File: config.mk
export PLATFORM = sky130hd
export DESIGN_NAME = regfile_write_arbiter_flat
export DESIGN_NICKNAME = d
export VERILOG_FILES = /design/src/rtl/regfile_write_arbiter_if.sv /design/src/rtl/regfile_write_arbiter.sv /design/src/flat_wrapper.sv
export SDC_FILE = /design/constraint.sdc
export NUM_CORES = 1
export LEC_CHECK = 0
export BUFFER_PORTS_ARGS = -buffer_cell sky130_fd_sc_hd__buf_2
export CAP_MARGIN = 20
export CELL_PAD_IN_SITES_DETAIL_PLACEMENT = 0
export CELL_PAD_IN_SITES_GLOBAL_PLACEMENT = 1
export CORE_MARGIN = 2
export CORE_UTILIZATION = 32
export DETAILED_ROUTE_END_ITERATION = 16
export GPL_ROUTABILITY_DRIVEN = 0
export PLACE_DENSITY_LB_ADDON = 0.05
export SLEW_MARGIN = 10
export SYNTH_ARGS = -nofsm -noshare
export SYNTH_HDL_FRONTEND = slang
export SYNTH_SLANG_ARGS = --single-unit
File: constraint.sdc
create_clock -name clock -period 1.65 [get_ports clock]
set_input_delay 0.0825 -clock clock [delete_from_list [all_inputs] [get_ports clock]]
set_output_delay 0.0825 -clock clock [all_outputs]
set_load 0.03 [all_outputs]
File: src/rtl/regfile_write_arbiter_if.sv
// rtl/regfile_write_arbiter_if.sv - requester handshakes, register-file write port and pending mask
interface regfile_write_arbiter_if #(
  parameter int NUM_REGS   = 32,
  parameter int DATA_WIDTH = 32
);
  logic                  req0_valid;
  logic [4:0]            req0_reg;
  logic [DATA_WIDTH-1:0] req0_data;
  logic                  req0_ready;

  logic                  req1_valid;
  logic [4:0]            req1_reg;
  logic [DATA_WIDTH-1:0] req1_data;
  logic                  req1_ready;

  logic                  ctrl_writeEnable;
  logic [4:0]            ctrl_writeReg;
  logic [DATA_WIDTH-1:0] data_writeReg;
  logic                  grant_id;
  logic [NUM_REGS-1:0]   pending_mask;

  modport master (
    output req0_valid, req0_reg, req0_data,
    input  req0_ready,
    output req1_valid, req1_reg, req1_data,
    input  req1_ready,
    input  ctrl_writeEnable, ctrl_writeReg, data_writeReg, grant_id, pending_mask
  );

  modport slave (
    input  req0_valid, req0_reg, req0_data,
    output req0_ready,
    input  req1_valid, req1_reg, req1_data,
    output req1_ready,
    output ctrl_writeEnable, ctrl_writeReg, data_writeReg, grant_id, pending_mask
  );
endinterface

File: src/rtl/regfile_write_arbiter.sv
// rtl/regfile_write_arbiter.sv - two-requester register-file write-port arbiter
// One-entry buffer per requester; oldest entry wins, round-robin on same-edge ties.
module regfile_write_arbiter #(
  parameter int NUM_REGS   = 32,
  parameter int DATA_WIDTH = 32
) (
  input logic                    clock,
  input logic                    ctrl_reset,
  regfile_write_arbiter_if.slave bus
);
  logic                  buf0_full_q, buf0_full_d;
  logic [4:0]            buf0_reg_q, buf0_reg_d;
  logic [DATA_WIDTH-1:0] buf0_data_q, buf0_data_d;
  logic                  buf1_full_q, buf1_full_d;
  logic [4:0]            buf1_reg_q, buf1_reg_d;
  logic [DATA_WIDTH-1:0] buf1_data_q, buf1_data_d;
  logic                  old0_q, old0_d;
  logic                  tie_q, tie_d;
  logic                  last_grant_q, last_grant_d;
  logic                  we_q, we_d;
  logic [4:0]            wreg_q, wreg_d;
  logic [DATA_WIDTH-1:0] wdata_q, wdata_d;
  logic                  gid_q, gid_d;

  logic                  pick0, grant0, grant1;
  logic                  ready0, ready1, load0, load1;
  logic [NUM_REGS-1:0]   pending;

  always_comb begin
    // On a same-edge tie the age flag is meaningless; the pointer decides.
    pick0  = tie_q ? last_grant_q : old0_q;
    grant0 = buf0_full_q & (~buf1_full_q | pick0);
    grant1 = buf1_full_q & ~grant0;
    ready0 = ctrl_reset & (~buf0_full_q | grant0);
    ready1 = ctrl_reset & (~buf1_full_q | grant1);
    load0  = bus.req0_valid & ready0 & (bus.req0_reg != 5'd0);
    load1  = bus.req1_valid & ready1 & (bus.req1_reg != 5'd0);
  end

  always_comb begin
    buf0_full_d  = buf0_full_q & ~grant0;
    buf0_reg_d   = buf0_reg_q;
    buf0_data_d  = buf0_data_q;
    buf1_full_d  = buf1_full_q & ~grant1;
    buf1_reg_d   = buf1_reg_q;
    buf1_data_d  = buf1_data_q;
    old0_d       = old0_q;
    tie_d        = tie_q;
    last_grant_d = last_grant_q;
    we_d         = grant0 | grant1;
    wreg_d       = wreg_q;
    wdata_d      = wdata_q;
    gid_d        = gid_q;

    if (load0) begin
      buf0_full_d = 1'b1;
      buf0_reg_d  = bus.req0_reg;
      buf0_data_d = bus.req0_data;
    end
    if (load1) begin
      buf1_full_d = 1'b1;
      buf1_reg_d  = bus.req1_reg;
      buf1_data_d = bus.req1_data;
    end

    // After this edge, whichever buffer was not just loaded is the older one.
    if (load0 && load1) begin
      tie_d  = 1'b1;
      old0_d = 1'b1;
    end else if (load0) begin
      tie_d  = 1'b0;
      old0_d = ~(buf1_full_q & ~grant1);
    end else if (load1) begin
      tie_d  = 1'b0;
      old0_d = buf0_full_q & ~grant0;
    end

    if (grant0 | grant1) begin
      wreg_d       = grant1 ? buf1_reg_q : buf0_reg_q;
      wdata_d      = grant1 ? buf1_data_q : buf0_data_q;
      gid_d        = grant1;
      last_grant_d = grant1;
    end
  end

  always_ff @(posedge clock) begin
    if (!ctrl_reset) begin
      buf0_full_q  <= 1'b0;
      buf0_reg_q   <= 5'd0;
      buf0_data_q  <= '0;
      buf1_full_q  <= 1'b0;
      buf1_reg_q   <= 5'd0;
      buf1_data_q  <= '0;
      old0_q       <= 1'b0;
      tie_q        <= 1'b0;
      last_grant_q <= 1'b1;
      we_q         <= 1'b0;
      wreg_q       <= 5'd0;
      wdata_q      <= '0;
      gid_q        <= 1'b0;
    end else begin
      buf0_full_q  <= buf0_full_d;
      buf0_reg_q   <= buf0_reg_d;
      buf0_data_q  <= buf0_data_d;
      buf1_full_q  <= buf1_full_d;
      buf1_reg_q   <= buf1_reg_d;
      buf1_data_q  <= buf1_data_d;
      old0_q       <= old0_d;
      tie_q        <= tie_d;
      last_grant_q <= last_grant_d;
      we_q         <= we_d;
      wreg_q       <= wreg_d;
      wdata_q      <= wdata_d;
      gid_q        <= gid_d;
    end
  end

  always_comb begin
    pending = '0;
    if (buf0_full_q) pending[buf0_reg_q] = 1'b1;
    if (buf1_full_q) pending[buf1_reg_q] = 1'b1;
    if (we_q)        pending[wreg_q]     = 1'b1;
    pending[0] = 1'b0;
  end

  assign bus.req0_ready       = ready0;
  assign bus.req1_ready       = ready1;
  assign bus.ctrl_writeEnable = we_q;
  assign bus.ctrl_writeReg    = wreg_q;
  assign bus.data_writeReg    = wdata_q;
  assign bus.grant_id         = gid_q;
  assign bus.pending_mask     = pending;
endmodule

File: src/flat_wrapper.sv
// flat-port wrapper written by rule: the top's interface ports become plain ports
module regfile_write_arbiter_flat 
#(
  parameter int NUM_REGS   = 32,
  parameter int DATA_WIDTH = 32
)
  (clock, ctrl_reset, bus_req0_valid, bus_req0_reg, bus_req0_data, bus_req0_ready, bus_req1_valid, bus_req1_reg, bus_req1_data, bus_req1_ready, bus_ctrl_writeEnable, bus_ctrl_writeReg, bus_data_writeReg, bus_grant_id, bus_pending_mask);
  regfile_write_arbiter_if #(.NUM_REGS(NUM_REGS), .DATA_WIDTH(DATA_WIDTH)) bus_i ();
  input logic clock;
  input logic ctrl_reset;
  input wire logic [$bits(bus_i.req0_valid)-1:0] bus_req0_valid;
  input wire logic [$bits(bus_i.req0_reg)-1:0] bus_req0_reg;
  input wire logic [$bits(bus_i.req0_data)-1:0] bus_req0_data;
  output wire logic [$bits(bus_i.req0_ready)-1:0] bus_req0_ready;
  input wire logic [$bits(bus_i.req1_valid)-1:0] bus_req1_valid;
  input wire logic [$bits(bus_i.req1_reg)-1:0] bus_req1_reg;
  input wire logic [$bits(bus_i.req1_data)-1:0] bus_req1_data;
  output wire logic [$bits(bus_i.req1_ready)-1:0] bus_req1_ready;
  output wire logic [$bits(bus_i.ctrl_writeEnable)-1:0] bus_ctrl_writeEnable;
  output wire logic [$bits(bus_i.ctrl_writeReg)-1:0] bus_ctrl_writeReg;
  output wire logic [$bits(bus_i.data_writeReg)-1:0] bus_data_writeReg;
  output wire logic [$bits(bus_i.grant_id)-1:0] bus_grant_id;
  output wire logic [$bits(bus_i.pending_mask)-1:0] bus_pending_mask;
  assign bus_i.req0_valid = bus_req0_valid;
  assign bus_i.req0_reg = bus_req0_reg;
  assign bus_i.req0_data = bus_req0_data;
  assign bus_req0_ready = bus_i.req0_ready;
  assign bus_i.req1_valid = bus_req1_valid;
  assign bus_i.req1_reg = bus_req1_reg;
  assign bus_i.req1_data = bus_req1_data;
  assign bus_req1_ready = bus_i.req1_ready;
  assign bus_ctrl_writeEnable = bus_i.ctrl_writeEnable;
  assign bus_ctrl_writeReg = bus_i.ctrl_writeReg;
  assign bus_data_writeReg = bus_i.data_writeReg;
  assign bus_grant_id = bus_i.grant_id;
  assign bus_pending_mask = bus_i.pending_mask;
  regfile_write_arbiter #(.NUM_REGS(NUM_REGS), .DATA_WIDTH(DATA_WIDTH)) u_core (.clock(clock), .ctrl_reset(ctrl_reset), .bus(bus_i));
endmodule
# After elaboration in Yosys (flattened, before gate mapping)
# Index checks and enable logic that the tools add are counted.
[word_totals]
out_inout_bits = 73
register_bits = 118
word_cells = 67
input_bits = 78
[classes]
n_lt_le_gt_ge = 6
reduce_logical = 7
bitwise_logic = 21
n_mux = 20
[ops]
columns = ["cell", "n"]
rows = [
  ["$mux 32", 4],
  ["$or 32x32->32", 2],
  ["$lt 5x6->1 const B", 3],
  ["$demux 1 s5", 3],
  ["$ge 5x1->1 const B", 3],
  ["$mux 1", 12],
  ["$and 1x1->1", 10],
  ["$reduce_bool 5->1", 2],
  ["$mux 5", 1],
  ["$not 1->1", 5],
  ["$logic_and 1x1->1", 4],
  ["$or 1x1->1", 4],
  ["$reduce_bool 3->1", 1],
]

# Depth between registers and ports, before layout
[logic_depth]
depth_word = 12
depth_mapped = 7
ltp_nobuf = 5

# Worst setup path after synthesis
# OpenSTA, ideal clock, no wires.
[synth_path]
path_kind = "register to register"
from = "reg u_core.tie_q"
to = "reg u_core.buf1_data_q[0]"
setup_time_ns = 0.072
stages_incl_launch_ff = 6
slack_ns = 0.066
path_buffers = 1
period_less_slack_ns = 1.584
t_required_ns = 1.578
arrival_time_ns = 1.512
path_cell_list = "dfxtp_1 -> mux2i_2 -> o21ai_2 -> nor2_4 -> buf_6 -> mux2i_1"
[synth_via]
elab_chain_cells = 9
[synth_lines]
columns = ["element", "line_no", "rtl"]
rows = [
  ["from (decl)", "regfile_write_arbiter.sv:18", "logic tie_q, tie_d;"],
  ["from (signal assigned)", "regfile_write_arbiter.sv:109", "tie_q <= tie_d;"],
  ["$mux 1", "regfile_write_arbiter.sv:31", "pick0 = tie_q ? last_grant_q : old0_q;"],
  ["$or 1x1->1", "regfile_write_arbiter.sv:32", "grant0 = buf0_full_q & (~buf1_full_q | pick0);"],
  ["$and 1x1->1", "regfile_write_arbiter.sv:32", ""],
  ["$not 1->1", "regfile_write_arbiter.sv:33", "grant1 = buf1_full_q & ~grant0;"],
  ["$and 1x1->1", "regfile_write_arbiter.sv:33", ""],
  ["$or 1x1->1", "regfile_write_arbiter.sv:35", "ready1 = ctrl_reset & (~buf1_full_q | grant1);"],
  ["$and 1x1->1", "regfile_write_arbiter.sv:35", ""],
  ["$and 1x1->1 (2 in a row)", "regfile_write_arbiter.sv:37", "load1 = bus.req1_valid & ready1 & (bus.req1_reg != 5'd0);"],
  ["to (signal assigned)", "regfile_write_arbiter.sv:107", "buf1_data_q <= buf1_data_d;"],
  ["to (decl)", "regfile_write_arbiter.sv:16", "logic [DATA_WIDTH-1:0] buf1_data_q, buf1_data_d;"],
]
# No other way between the ends.
# A chain may end at the register's enable or synchronous reset.

# Worst setup path after layout
[layout_path]
from = "reg u_core.buf0_reg_q[1]"
to = "out bus_pending_mask[14]"
[layout_via]
elab_chain_cells = 9
word_cells_on_any_way = 10
cone_classes = "order compare: 2; mux: 5; bitwise: 2; reduce/logical: 1"
[layout_lines]
columns = ["element", "line_no", "rtl"]
rows = [
  ["from (decl)", "regfile_write_arbiter.sv:12", "logic [4:0] buf0_reg_q, buf0_reg_d;"],
  ["from (signal assigned)", "regfile_write_arbiter.sv:103", "buf0_reg_q <= buf0_reg_d;"],
  ["$lt 5x6->1 (not written as such) / $ge 5x1->1 (equally long branches)", "regfile_write_arbiter.sv:120", "if (buf0_full_q) pending[buf0_reg_q] = 1'b1;"],
  ["$logic_and 1x1->1 (not written as such)", "regfile_write_arbiter.sv:120", ""],
  ["$mux 1 (not written as such)", "regfile_write_arbiter.sv:120", ""],
  ["$demux 1 s5 *", "-", ""],
  ["$mux 32 *", "regfile_write_arbiter.sv:120", ""],
  ["$or 32x32->32 (no source line)", "-", ""],
  ["$mux 32 *", "regfile_write_arbiter.sv:121", "if (buf1_full_q) pending[buf1_reg_q] = 1'b1;"],
  ["$or 32x32->32 (no source line)", "-", ""],
  ["$mux 32 *", "regfile_write_arbiter.sv:122", "if (we_q) pending[wreg_q] = 1'b1;"],
  ["to (decl)", "flat_wrapper.sv:23", "output wire logic [$bits(bus_i.pending_mask)-1:0] bus_pending_mask;"],
]
# Every way passes the cells marked *; elsewhere a longest branch is shown, timed or not.

==> metrics.txt <==
failing checks=setup timing; initial antenna violation count=0; sequential fraction of the synthesis area=0.4248; height of the die=135.8 um; status=finished with violations; H-tree depth=4; DRT antenna net count=0; Worst path slowest cell=dfxtp_4; worst hold endpoint=u_core.buf1_data_q[20]; CTS Sinks=118; Synth Cell Area=0.005560 mm2; Area contributors post-synth=dfxtp_1 (42%), mux2i_1 (19%), nand2_1 (12%), inv_1 (5.1%), a22oi_1 (3.9%); Pleak=4.289 nW; Synth top area share=0.4248; largest net degree at the start of global routing=37; r2r startpoint=u_core.tie_q; post-route setup slack=-0.1091 ns; Non-Filler Instances=1167; first-pass GRT wire length=26380 um; Hold Path Class=in -> reg; number of synthesized flops with an enable pin=0; Vias=5407; Clock transition at path regs=0.06 ns; commonest cells in the netlist=nand2_1 (179), dfxtp_1 (118), mux2i_1 (104), inv_1 (75), o21ai_0 (30); final setup fails=10; CP max stage delay=0.36 ns; ratio of cells with drive above 1 in the final layout=0.3386; final net count=1007; Die X=135.8 um; Ant. Diodes=0; # IOs=151; CP cell instances=nor3b_4, buf_12, a222oi_1, inv_1, buf_6; vias in the first global route=5319; Max Slew Vio Count=0; Initial DRC Count=230; CTS tree=built; startpoint of the worst hold path=bus_req1_data[20]; I/O Buffers=149; Via density=4.633; post-synthesis cell count=667; cts bufs inserted=17; Synth-to-Final Area Change=59.97%; row count=48; cells on worst reg2reg path=7; number of max-cap violations=0; Power Dens Cells=922.7 mW/mm2; worst hold stages=4; worst reg-to-reg setup slack=0.04 ns; Fin. Hold Viols=0; Yosys Warn Count=0; Worst Path Arrival=1.68 ns; Post-Syn Area per Cell=8.336 um2; Tmin final=1.759 ns; worst reg2reg endpoint=u_core.bus.ctrl_writeReg[0]; top-count cell post-synth=nand2_1; Initial Util=0.3249; Main synth FF type=dfxtp_1; GRT overflow=0; kind of critical path=reg -> out; number of buffers and inverters on the critical path=3; gr usage total=0.1841; final core utilization=0.5197; post-route setup TNS=-0.3069 ns; Max Fclk=0.5685 GHz; peak supply drop=734.4 uV; critical path's top delay family=buffers and inverters; clk_lat worst skew=0.42 ns; clk buf depth=2; worst path required time=1.57 ns; crit path max fanout=7; Final Cell Area=0.008895 mm2; Setup Skew=0.005890 ns; Final period util=1.066; Placement Cell Area=0.006739 mm2; asr flop ratio synth=0; Final HPWL DP=11300 um; Mapped Nets=745; unrepaired setup endpoints after global routing=yes; Yosys cell types=36; biggest area consumer among synthesized cells=dfxtp_1; die area=0.01845 mm2; Avg WL per Cell=15.11 um; Pre-Repair DR Iteration Count=4; synthesized flop and latch total=118; CORE AREA=0.01712 mm2; placed cell count=1034; CTS root buf=clkbuf_16; Crit. End Element=output pin; setup slack at placement=0.08273 ns; nature of the critical path startpoint=flop; DRC viols=0; drt total wl=17630 um
[logic make-up (layout without fill, tap and decap cells)]
| kind of cell | count (synthesis) | in the layout | share of synthesized area |
|---|---|---|---|
| AOI/OAI and AO/OA | 93 | 93 | 0.1076 |
| and+or+nand+nor | 231 | 231 | 0.1836 |
| other | 1 | 1 | 0.0006744 |
| buffers and inverters | 118 | 393 | 0.09158 |
| DFF | 118 | 118 | 0.4248 |
| muxes | 106 | 106 | 0.1917 |
[sequential cells by signal, indices dropped and copies added (netlist names), 5 cells and up]
signal and flops:
u_core.buf0_data_q 32, u_core.bus.ctrl_writeReg 5, u_core.buf0_reg_q 5, u_core.buf1_reg_q 5, u_core.buf1_data_q 32, u_core.bus.data_writeReg 32
[how the worst max path moves through the flow]
| stage | cells after the start | slack [ns] | end | from |
|---|---|---|---|---|
| finish | 5 | -0.11 | bus_pending_mask[14] | u_core.buf0_reg_q[1] |
| detailed placement | 6 | 0.08 | u_core.bus.data_writeReg[5] | u_core.tie_q |
| floorplan | 5 | 0.07 | u_core.buf1_data_q[0] | u_core.tie_q |
| global placement | 6 | 0.14 | bus_pending_mask[14] | u_core.buf0_full_q |
| CTS | 5 | -0.10 | bus_pending_mask[14] | u_core.buf0_reg_q[1] |
| global route | 5 | -0.17 | bus_pending_mask[14] | u_core.buf0_reg_q[1] |
[placed cells by master, fill, tap and decap left out, drive strengths merged]
| master | n |
|---|---|
| a21oi | 8 |
| a222oi | 2 |
| a22oi | 29 |
| and3 | 6 |
| and3b | 7 |
| buf | 203 |
| bufinv | 2 |
| clkbuf | 23 |
| clkinv | 5 |
| clkinvlp | 5 |
| conb | 1 |
| dfxtp | 118 |
| dlygate4sd3 | 77 |
| inv | 78 |
| mux2 | 1 |
| mux2i | 105 |
| nand2 | 179 |
| nand3 | 7 |
| nor2 | 11 |
| nor3 | 6 |
| nor3b | 12 |
| nor4 | 1 |
| o211ai | 1 |
| o21ai | 49 |
| o21bai | 1 |
| o221a | 1 |
| o22a | 1 |
| o22ai | 1 |
| or4 | 2 |
[cell type report]
| type | instances | area (um2) |
|---|---|---|
| Fill cell | 1678 | 8222 |
| Multi-Input combinational cell | 431 | 2990 |
| Sequential cell | 118 | 2422 |
| Timing Repair Buffer | 285 | 2321 |
| Clock buffer | 18 | 439.2 |
| Inverter | 76 | 291.5 |
| Tap cell | 225 | 281.5 |
| Clock inverter | 14 | 148.9 |
[through the flow]
stage	power (W)	hold slack [ns]
CTS	0.008182	0.4256
detailed placement	0.004304	0.3283
global placement	0.004281	0.3217
global route	0.008568	0.4591
finish	0.008208	0.4420
floorplan	0.003885	0.2181
[repair_timing]
item                                    4_1_cts  5_1_grt
hold buffers                                 77        0
endpoints found under the hold margin        75        0
setup buffers                                 8       14
endpoints found under the setup margin       33       88
cloned                                        0        6
pin swaps                                    14       26
gates resized for setup                     100       65
[metal layers]
layer	routed length (um)	share of wire	global-route usage
met1	7858	0.45	0.2232
met2	8679	0.49	0.3151
met5	0	0	0
met3	726	0.041	0.03430
met4	364	0.021	0.08623
[where the power goes]
part / internal, W / switching (W) / leakage, nW / total, W
Combinational: 0.000656 / 0.000683 / 3.03 / 0.00134
Sequential: 0.00305 / 0.000161 / 0.983 / 0.00321
Clock: 0.00227 / 0.00139 / 0.279 / 0.00365
[worst reg2reg max path, cell delays in order (launching register included)]
cell     delay (ns)
dfxtp_4        0.36
mux2i_4        0.20
buf_6          0.15
o21ai_4        0.18
buf_4          0.15
buf_12         0.13
mux2i_1        0.23
o21ai_0        0.09
Note: power is estimated with default switching activity, not from simulation.
